### config.mk
export PLATFORM = sky130hd
export DESIGN_NAME = fifo_enq_arbiter_flat
export DESIGN_NICKNAME = d
export VERILOG_FILES = /design/src/rtl/fifo_enq_arbiter_pkg.sv /design/src/rtl/fifo_enq_arbiter_if.sv /design/src/rtl/fifo_enq_arbiter_rr_pick.sv /design/src/rtl/fifo_enq_arbiter.sv /design/src/flat_wrapper.sv
export SDC_FILE = /design/constraint.sdc
export NUM_CORES = 1
export LEC_CHECK = 0
export CORE_MARGIN = 2
export CORE_UTILIZATION = 35
export CTS_CLUSTER_DIAMETER = 60
export DETAILED_ROUTE_END_ITERATION = 8
export MAX_ROUTING_LAYER = met4
export PLACE_DENSITY = 0.77
export SETUP_SLACK_MARGIN = 0.3
export SLEW_MARGIN = 20
export SYNTH_ARGS = -nofsm -noshare
export SYNTH_HDL_FRONTEND = slang
export SYNTH_SLANG_ARGS = --single-unit
### constraint.sdc
create_clock -name clk -period 4 [get_ports clk]
set_clock_uncertainty 0.15 [all_clocks]
set_input_delay 0.4 -clock clk [delete_from_list [all_inputs] [get_ports clk]]
set_output_delay 0.4 -clock clk [all_outputs]
set_load 0.005 [all_outputs]
### src/rtl/fifo_enq_arbiter_pkg.sv
// ---------------------------------------------------------------------------
// fifo_arb_pkg
// Shared constants and types for the FIFO enqueue arbiter slice.
//   N_REQ  : number of producers sharing the FIFO write port
//   W_REQ  : width of a requester index
//   WIDTH  : data width, equal to the FIFO data width
//   DEPTH  : FIFO depth, which is also the initial credit count
//   W_CNT  : credit counter width, holds 0..DEPTH
// Optional feature macro used by the slice: ARB_LOCK_EN (owner lock).
// ---------------------------------------------------------------------------
package fifo_arb_pkg;

  localparam int N_REQ = 4;
  localparam int W_REQ = 2;
  localparam int WIDTH = 32;
  localparam int DEPTH = 5;
  localparam int W_CNT = 3;

  typedef logic [W_REQ-1:0] req_idx_t;
  typedef logic [W_CNT-1:0] credit_t;

  // Lock FSM states; only used when ARB_LOCK_EN is defined.
  typedef enum logic {
    IDLE   = 1'b0,
    LOCKED = 1'b1
  } lockState_e;

  // Next requester index after i, wrapping at N_REQ-1.
  function automatic req_idx_t nextIdx(input req_idx_t i);
    if (int'(i) == N_REQ - 1) begin
      return '0;
    end
    return req_idx_t'(int'(i) + 1);
  endfunction

endpackage

### src/rtl/fifo_enq_arbiter_if.sv
// ---------------------------------------------------------------------------
// fifo_enq_arbiter_if
// Bundles the producer handshake, the FIFO write side and the dequeue
// credit return of the enqueue arbiter.
//   REQ      : per-requester enqueue request (level)
//   DIN      : requester data, slice i = DIN[i*WIDTH +: WIDTH]
//   GNT      : one-hot combinational grant
//   ENQ_O    : registered enqueue strobe to the FIFO
//   DOUT     : registered data to the FIFO
//   DEQ_DONE : FIFO entry consumed this cycle
//   CREDIT   : current free-slot count
//   ERR      : sticky protocol-error flag
//   LOCK     : owner lock request (only with ARB_LOCK_EN)
// Modports: master = producers/consumer side, slave = arbiter.
// ---------------------------------------------------------------------------
interface fifo_enq_arbiter_if;
  import fifo_arb_pkg::*;

  logic [N_REQ-1:0]       REQ;
  logic [N_REQ*WIDTH-1:0] DIN;
  logic [N_REQ-1:0]       GNT;
  logic                   ENQ_O;
  logic [WIDTH-1:0]       DOUT;
  logic                   DEQ_DONE;
  credit_t                CREDIT;
  logic                   ERR;
`ifdef ARB_LOCK_EN
  logic                   LOCK;

  modport master (
    output REQ, DIN, DEQ_DONE, LOCK,
    input  GNT, ENQ_O, DOUT, CREDIT, ERR
  );

  modport slave (
    input  REQ, DIN, DEQ_DONE, LOCK,
    output GNT, ENQ_O, DOUT, CREDIT, ERR
  );
`else
  modport master (
    output REQ, DIN, DEQ_DONE,
    input  GNT, ENQ_O, DOUT, CREDIT, ERR
  );

  modport slave (
    input  REQ, DIN, DEQ_DONE,
    output GNT, ENQ_O, DOUT, CREDIT, ERR
  );
`endif

endinterface

### src/rtl/fifo_enq_arbiter_rr_pick.sv
// ---------------------------------------------------------------------------
// rr_pick
// Combinational round-robin picker. Searches i_req starting at i_ptr and
// wrapping modulo N_REQ; the first set bit wins.
//   i_req    : request vector (may be pre-masked by the caller)
//   i_ptr    : search start index
//   i_en     : picker enable; no grant when low
//   o_gnt    : one-hot grant
//   o_winner : index of the granted requester
//   o_valid  : a grant was issued
// ---------------------------------------------------------------------------
module rr_pick
  import fifo_arb_pkg::*;
(
  input  logic [N_REQ-1:0] i_req,
  input  req_idx_t         i_ptr,
  input  logic             i_en,
  output logic [N_REQ-1:0] o_gnt,
  output req_idx_t         o_winner,
  output logic             o_valid
);

  // Walk the requesters in rotated order and keep only the first hit.
  always_comb begin
    int idx;
    idx      = 0;
    o_gnt    = '0;
    o_winner = '0;
    o_valid  = 1'b0;
    if (i_en) begin
      for (int k = 0; k < N_REQ; k++) begin
        idx = (int'(i_ptr) + k) % N_REQ;
        if (!o_valid && i_req[idx]) begin
          o_valid    = 1'b1;
          o_winner   = req_idx_t'(idx);
          o_gnt[idx] = 1'b1;
        end
      end
    end
  end

endmodule

### src/rtl/fifo_enq_arbiter.sv
// ---------------------------------------------------------------------------
// fifo_enq_arbiter
// Shares one FIFO write port among N_REQ producers with round-robin
// arbitration. A private credit counter tracks free FIFO slots so the
// arbiter never relies on the FIFO's lagging FULL flag.
//   clk : clock
//   rst : asynchronous active-high reset (release is synchronous)
//   bus : fifo_enq_arbiter_if.slave (REQ/DIN/GNT/ENQ_O/DOUT/DEQ_DONE/
//         CREDIT/ERR, plus LOCK when ARB_LOCK_EN is defined)
// Optional feature macro: ARB_LOCK_EN adds an owner-lock FSM.
// ---------------------------------------------------------------------------
module fifo_enq_arbiter
  import fifo_arb_pkg::*;
(
  input  logic                clk,
  input  logic                rst,
  fifo_enq_arbiter_if.slave   bus
);

  req_idx_t         r_rrPtr;
  credit_t          r_credit;
  logic             r_err;
  logic             r_enq;
  logic [WIDTH-1:0] r_dout;

  logic [N_REQ-1:0] w_pickReq;
  req_idx_t         w_pickPtr;
  logic             w_en;
  logic [N_REQ-1:0] w_gnt;
  req_idx_t         w_winner;
  logic             w_valid;
  logic             w_ptrLoad;
  req_idx_t         w_ptrNext;

  // No grant while in reset or when the FIFO has no free slot. A credit
  // returned this cycle only becomes usable on the next cycle.
  assign w_en = !rst && (r_credit != '0);

  rr_pick u_pick (
    .i_req    (w_pickReq),
    .i_ptr    (w_pickPtr),
    .i_en     (w_en),
    .o_gnt    (w_gnt),
    .o_winner (w_winner),
    .o_valid  (w_valid)
  );

`ifdef ARB_LOCK_EN
  lockState_e       r_state;
  lockState_e       w_nextState;
  req_idx_t         r_owner;
  req_idx_t         w_ownerNext;
  logic [N_REQ-1:0] w_ownerMask;

  assign w_ownerMask = {{(N_REQ-1){1'b0}}, 1'b1} << r_owner;

  // While locked, only the owner's request reaches the picker.
  always_comb begin
    w_pickReq = bus.REQ;
    w_pickPtr = r_rrPtr;
    if (r_state == LOCKED) begin
      w_pickReq = bus.REQ & w_ownerMask;
      w_pickPtr = r_owner;
    end
  end

  // Lock FSM state register and owner latch.
  always_ff @(posedge clk or posedge rst) begin
    if (rst) begin
      r_state <= IDLE;
      r_owner <= '0;
    end else begin
      r_state <= w_nextState;
      r_owner <= w_ownerNext;
    end
  end

  // Next state and pointer update. The pointer stays frozen for as long
  // as the lock is held and advances past the owner when it is released.
  always_comb begin
    w_nextState = r_state;
    w_ownerNext = r_owner;
    w_ptrLoad   = 1'b0;
    w_ptrNext   = r_rrPtr;
    case (r_state)
      IDLE: begin
        if (w_valid) begin
          if (bus.LOCK) begin
            w_nextState = LOCKED;
            w_ownerNext = w_winner;
          end else begin
            w_ptrLoad = 1'b1;
            w_ptrNext = nextIdx(w_winner);
          end
        end
      end
      LOCKED: begin
        if (!bus.REQ[r_owner] || (w_valid && !bus.LOCK)) begin
          w_nextState = IDLE;
          w_ptrLoad   = 1'b1;
          w_ptrNext   = nextIdx(r_owner);
        end
      end
      default: begin
        w_nextState = IDLE;
      end
    endcase
  end
`else
  assign w_pickReq = bus.REQ;
  assign w_pickPtr = r_rrPtr;
  assign w_ptrLoad = w_valid;
  assign w_ptrNext = nextIdx(w_winner);
`endif

  // Round-robin pointer: moves just past the last winner.
  always_ff @(posedge clk or posedge rst) begin
    if (rst) begin
      r_rrPtr <= '0;
    end else if (w_ptrLoad) begin
      r_rrPtr <= w_ptrNext;
    end
  end

  // Credit counter and sticky error. A dequeue arriving when every slot
  // is already free is a consumer protocol violation.
  always_ff @(posedge clk or posedge rst) begin
    if (rst) begin
      r_credit <= credit_t'(DEPTH);
      r_err    <= 1'b0;
    end else begin
      case ({w_valid, bus.DEQ_DONE})
        2'b10: r_credit <= r_credit - 1'b1;
        2'b01: begin
          if (r_credit == credit_t'(DEPTH)) begin
            r_err <= 1'b1;
          end else begin
            r_credit <= r_credit + 1'b1;
          end
        end
        default: r_credit <= r_credit;
      endcase
    end
  end

  // Registered write port; data is zero on idle cycles.
  always_ff @(posedge clk or posedge rst) begin
    if (rst) begin
      r_enq  <= 1'b0;
      r_dout <= '0;
    end else begin
      r_enq  <= w_valid;
      r_dout <= w_valid ? bus.DIN[w_winner*WIDTH +: WIDTH] : '0;
    end
  end

  assign bus.GNT    = w_gnt;
  assign bus.ENQ_O  = r_enq;
  assign bus.DOUT   = r_dout;
  assign bus.CREDIT = r_credit;
  assign bus.ERR    = r_err;

endmodule

### src/flat_wrapper.sv
// flat-port wrapper written by rule: the top's interface ports become plain ports
module fifo_enq_arbiter_flat import fifo_arb_pkg::*;
  (clk, rst, bus_REQ, bus_DIN, bus_DEQ_DONE, bus_GNT, bus_ENQ_O, bus_DOUT, bus_CREDIT, bus_ERR);
  fifo_enq_arbiter_if bus_i ();
  input  logic clk;
  input  logic rst;
  input wire logic [$bits(bus_i.REQ)-1:0] bus_REQ;
  input wire logic [$bits(bus_i.DIN)-1:0] bus_DIN;
  input wire logic [$bits(bus_i.DEQ_DONE)-1:0] bus_DEQ_DONE;
  output wire logic [$bits(bus_i.GNT)-1:0] bus_GNT;
  output wire logic [$bits(bus_i.ENQ_O)-1:0] bus_ENQ_O;
  output wire logic [$bits(bus_i.DOUT)-1:0] bus_DOUT;
  output wire logic [$bits(bus_i.CREDIT)-1:0] bus_CREDIT;
  output wire logic [$bits(bus_i.ERR)-1:0] bus_ERR;
  assign bus_i.REQ = bus_REQ;
  assign bus_i.DIN = bus_DIN;
  assign bus_i.DEQ_DONE = bus_DEQ_DONE;
  assign bus_GNT = bus_i.GNT;
  assign bus_ENQ_O = bus_i.ENQ_O;
  assign bus_DOUT = bus_i.DOUT;
  assign bus_CREDIT = bus_i.CREDIT;
  assign bus_ERR = bus_i.ERR;
  fifo_enq_arbiter u_core (.clk(clk), .rst(rst), .bus(bus_i));
endmodule
==> flow_metrics.env <==
export IMPL_status="finished, final reports clean"
export IMPL_dieArea_um2=8452
export IMPL_setup_tns_final_ns=0
export IMPL_start_util_pct=35.58
export IMPL_rsz0062_at_grt="false"
export IMPL_synth_seq_cells=39
export IMPL_cp_data_required_time_ns=3.45
export IMPL_drive_gt1_share_pct=7.572
export IMPL_h_tree_depth=2
export IMPL_synth_area_leader_cell="dfrtp_1"
export IMPL_netlist_area_leader_share_pct=34.21
export IMPL_path_class="flop to primary output"
export IMPL_ir_worst_vdd_v=0.0003646
export IMPL_synthesis_area_um2=2706
export IMPL_syn_nets=428
export IMPL_hp_class="flop to flop"
export IMPL_antenna_left=0
export IMPL_worstPathArrival_ns=2.93
export IMPL_grt_pass1_wl_um=13970
export IMPL_die_x_um=91.94
export IMPL_regArea_um2=979.7
export IMPL_clk_pin_slew_ns=0.08
export IMPL_grt_pass1_vias=2957
export IMPL_die_h_um=91.94
export IMPL_yosysWarnings=0
export IMPL_placement_cell_area_um2=4532
export IMPL_grt_total_usage_pct=21.17
export IMPL_clk_path_buf_depth=2
export IMPL_end_kind="primary output"
export IMPL_hold_viol=0
export IMPL_drt_total_wl_um=8878
export IMPL_period_needed_ns=3.484
export IMPL_layout_common_cells="175 x clkdlybuf4s50_1, 37 x mux2i_1, 36 x dfrtp_1"
export IMPL_final_common_cell="clkdlybuf4s50_1"
export IMPL_synthDistinctLibCells=42
export IMPL_grt_antenna_before_repair=0
export IMPL_nets=592
export IMPL_grt_max_degree=40
export IMPL_cap_viol_max_count=0
export IMPL_max_freq_ghz=0.2870
export IMPL_wl_per_cell_um=16.11
export IMPL_final_area_um2=4663
export IMPL_core_rowCount=32
export IMPL_placed_cells=543
export IMPL_setup_violations=0
export IMPL_antenna_cells=0
export IMPL_min_period_over_period_pct=87.11
export IMPL_drtIter0Drc=114
export IMPL_yosys_top_cells_area="dfrtp_1 34%, mux2i_1 14%, a221o_1 12%"
export IMPL_power_leakage_nw=1.929
export IMPL_dr_pass1_iters=4
export IMPL_power_density_nw_per_um2=609.5
export IMPL_worstMarginPinSlew_ns=0.8356
export IMPL_synth_avg_cell_area_um2=9.529
export IMPL_cts_buffers=5
export IMPL_rrSetupSlack_ns=0.98
export IMPL_ys_seq_area_share_pct=36.15
export IMPL_dp_hpwl_um=6688
export IMPL_finalNonFillerCells=551
export IMPL_numPortBuffers=175
export IMPL_ios=176
export IMPL_design_core_area_um2=7607
export IMPL_start_kind="flop"
export IMPL_netlist_instances=284
export IMPL_grt_overflow=0
export IMPL_cts_sinks=39
export IMPL_holdBufCountCts=0
export IMPL_cts_tree="done"
export IMPL_cts_setup_buffers=0
export IMPL_vias_per_cell=5.339
export IMPL_multi_input_area_um2=1594
export IMPL_drc=0
export IMPL_relSlewSlack_pct=44.22
export IMPL_root_buffer="clkbuf_8"
export IMPL_gp_congestion=0.8939
export IMPL_area_growth_pct=72.31
export IMPL_clk_insertion_delay_late_ns=0.29
export IMPL_via_count=2942
export IMPL_slew_viol_final=0
export IMPL_worstPathMaxFanout=7
export IMPL_fillers=639
==> repair_timing <==
item | in CTS | in global routing
resized for setup | 1 | 3
gates cloned | 0 | 0
endpoints found under the hold margin | 0 | 0
setup endpoints to repair | 4 | 4
pin swaps | 0 | 1
==> state kept, by name, summed over array words and instances, names as in the netlist <==
register and cells:
u_core.r_rrPtr 2, u_core.bus.DOUT 32, u_core.bus.ENQ_O 1, u_core.bus.CREDIT 3
u_core.bus.ERR 1
==> path summary, 6_finish.rpt <==
check | from | endpoint | cells after the start
setup / recovery | u_core.r_rrPtr[1] | bus_GNT[1] | 9
hold / removal | u_core.bus.ERR | u_core.bus.ERR | 2
setup reg to reg | u_core.r_rrPtr[1] | u_core.bus.DOUT[10] | 10
hold reg to reg | u_core.bus.ERR | u_core.bus.ERR | 2
max in group asynchronous | rst | u_core.r_rrPtr[1] | 2
min in group asynchronous | rst | u_core.bus.ERR | 2
==> where the power goes <==
part	switching, mW	internal [mW]	leakage, nW
combinational	0.891	0.982	1.38
sequential	0.0802	0.556	0.490
clock	0.147	0.186	0.0581
total	1.12	1.72	1.93
==> synth_stat cells, drive strengths merged <==
master   n
dfrtp   37
mux2i   37
nand2   35
nand3   34
a221o   32
nor2    16
buf     14
clkbuf  14
ha       8
a221oi   6
inv      6
a21oi    5
nor3     5
a22oi    4
nand2b   4
a211oi   2
dfstp    2
mux4     2
o211ai   2
o22ai    2
o31ai    2
a21o     1
and2     1
and3b    1
fa       1
mux2     1
nand4b   1
nor2b    1
nor3b    1
nor4     1
o21a     1
o21ai    1
o21bai   1
o311a    1
or2      1
xnor2    1
==> cells by family (layout without fill, tap and decap cells) <==
group | after synthesis | after routing | share of synthesized area [%]
xor+xnor | 1 | 1 | 0.3237
buf+inv | 34 | 199 | 6.056
compound gates | 60 | 60 | 19.74
flops | 39 | 39 | 36.15
mux | 40 | 40 | 15.77
simple gates | 101 | 101 | 17.52
fa+ha+maj | 9 | 9 | 4.438
==> metrics by stage <==
step / power [mW] / hold WS, ns / setup WS (ns) / utilization [%]
after floorplan: 1.826 / 0.3096 / 0.9161 / -
after global placement: 2.457 / 0.3008 / 0.6168 / 59.57
after detailed placement: 2.507 / 0.3173 / 0.4781 / 59.57
after CTS: 2.856 / 0.3358 / 0.3169 / 61.13
after global routing: 3.047 / 0.3529 / 0.3683 / 61.30
final: 2.842 / 0.3265 / 0.5156 / 61.30
==> worst max-delay path, cell delays in order (launching register included) <==
cell,delay [ns]
dfrtp_2,0.46
inv_1,0.23
ha_2,0.39
mux4_2,0.43
nor2b_4,0.22
a22oi_1,0.09
nor2_1,0.10
a221oi_1,0.06
nor2_1,0.14
clkdlybuf4s50_1,0.52
==> per-layer routing <==
metal	track usage (%)	up-vias	wire length, um
li1	-	1393	-
met5	-	-	0
met3	4.930	9	567
met2	38.42	124	4728
met4	4.726	0	93
met1	23.67	1416	3488
==> area by class of cell <==
cell class / count / area share (%)
Timing Repair Buffer: 185 / 39.17
Multi-Input combinational cell: 211 / 34.18
Sequential cell: 39 / 21.01
Tap cell: 102 / 2.737
Clock buffer: 5 / 1.476
Clock inverter: 3 / 0.9391
Inverter: 6 / 0.4830
No activity file was read; power rests on OpenSTA's default activity.
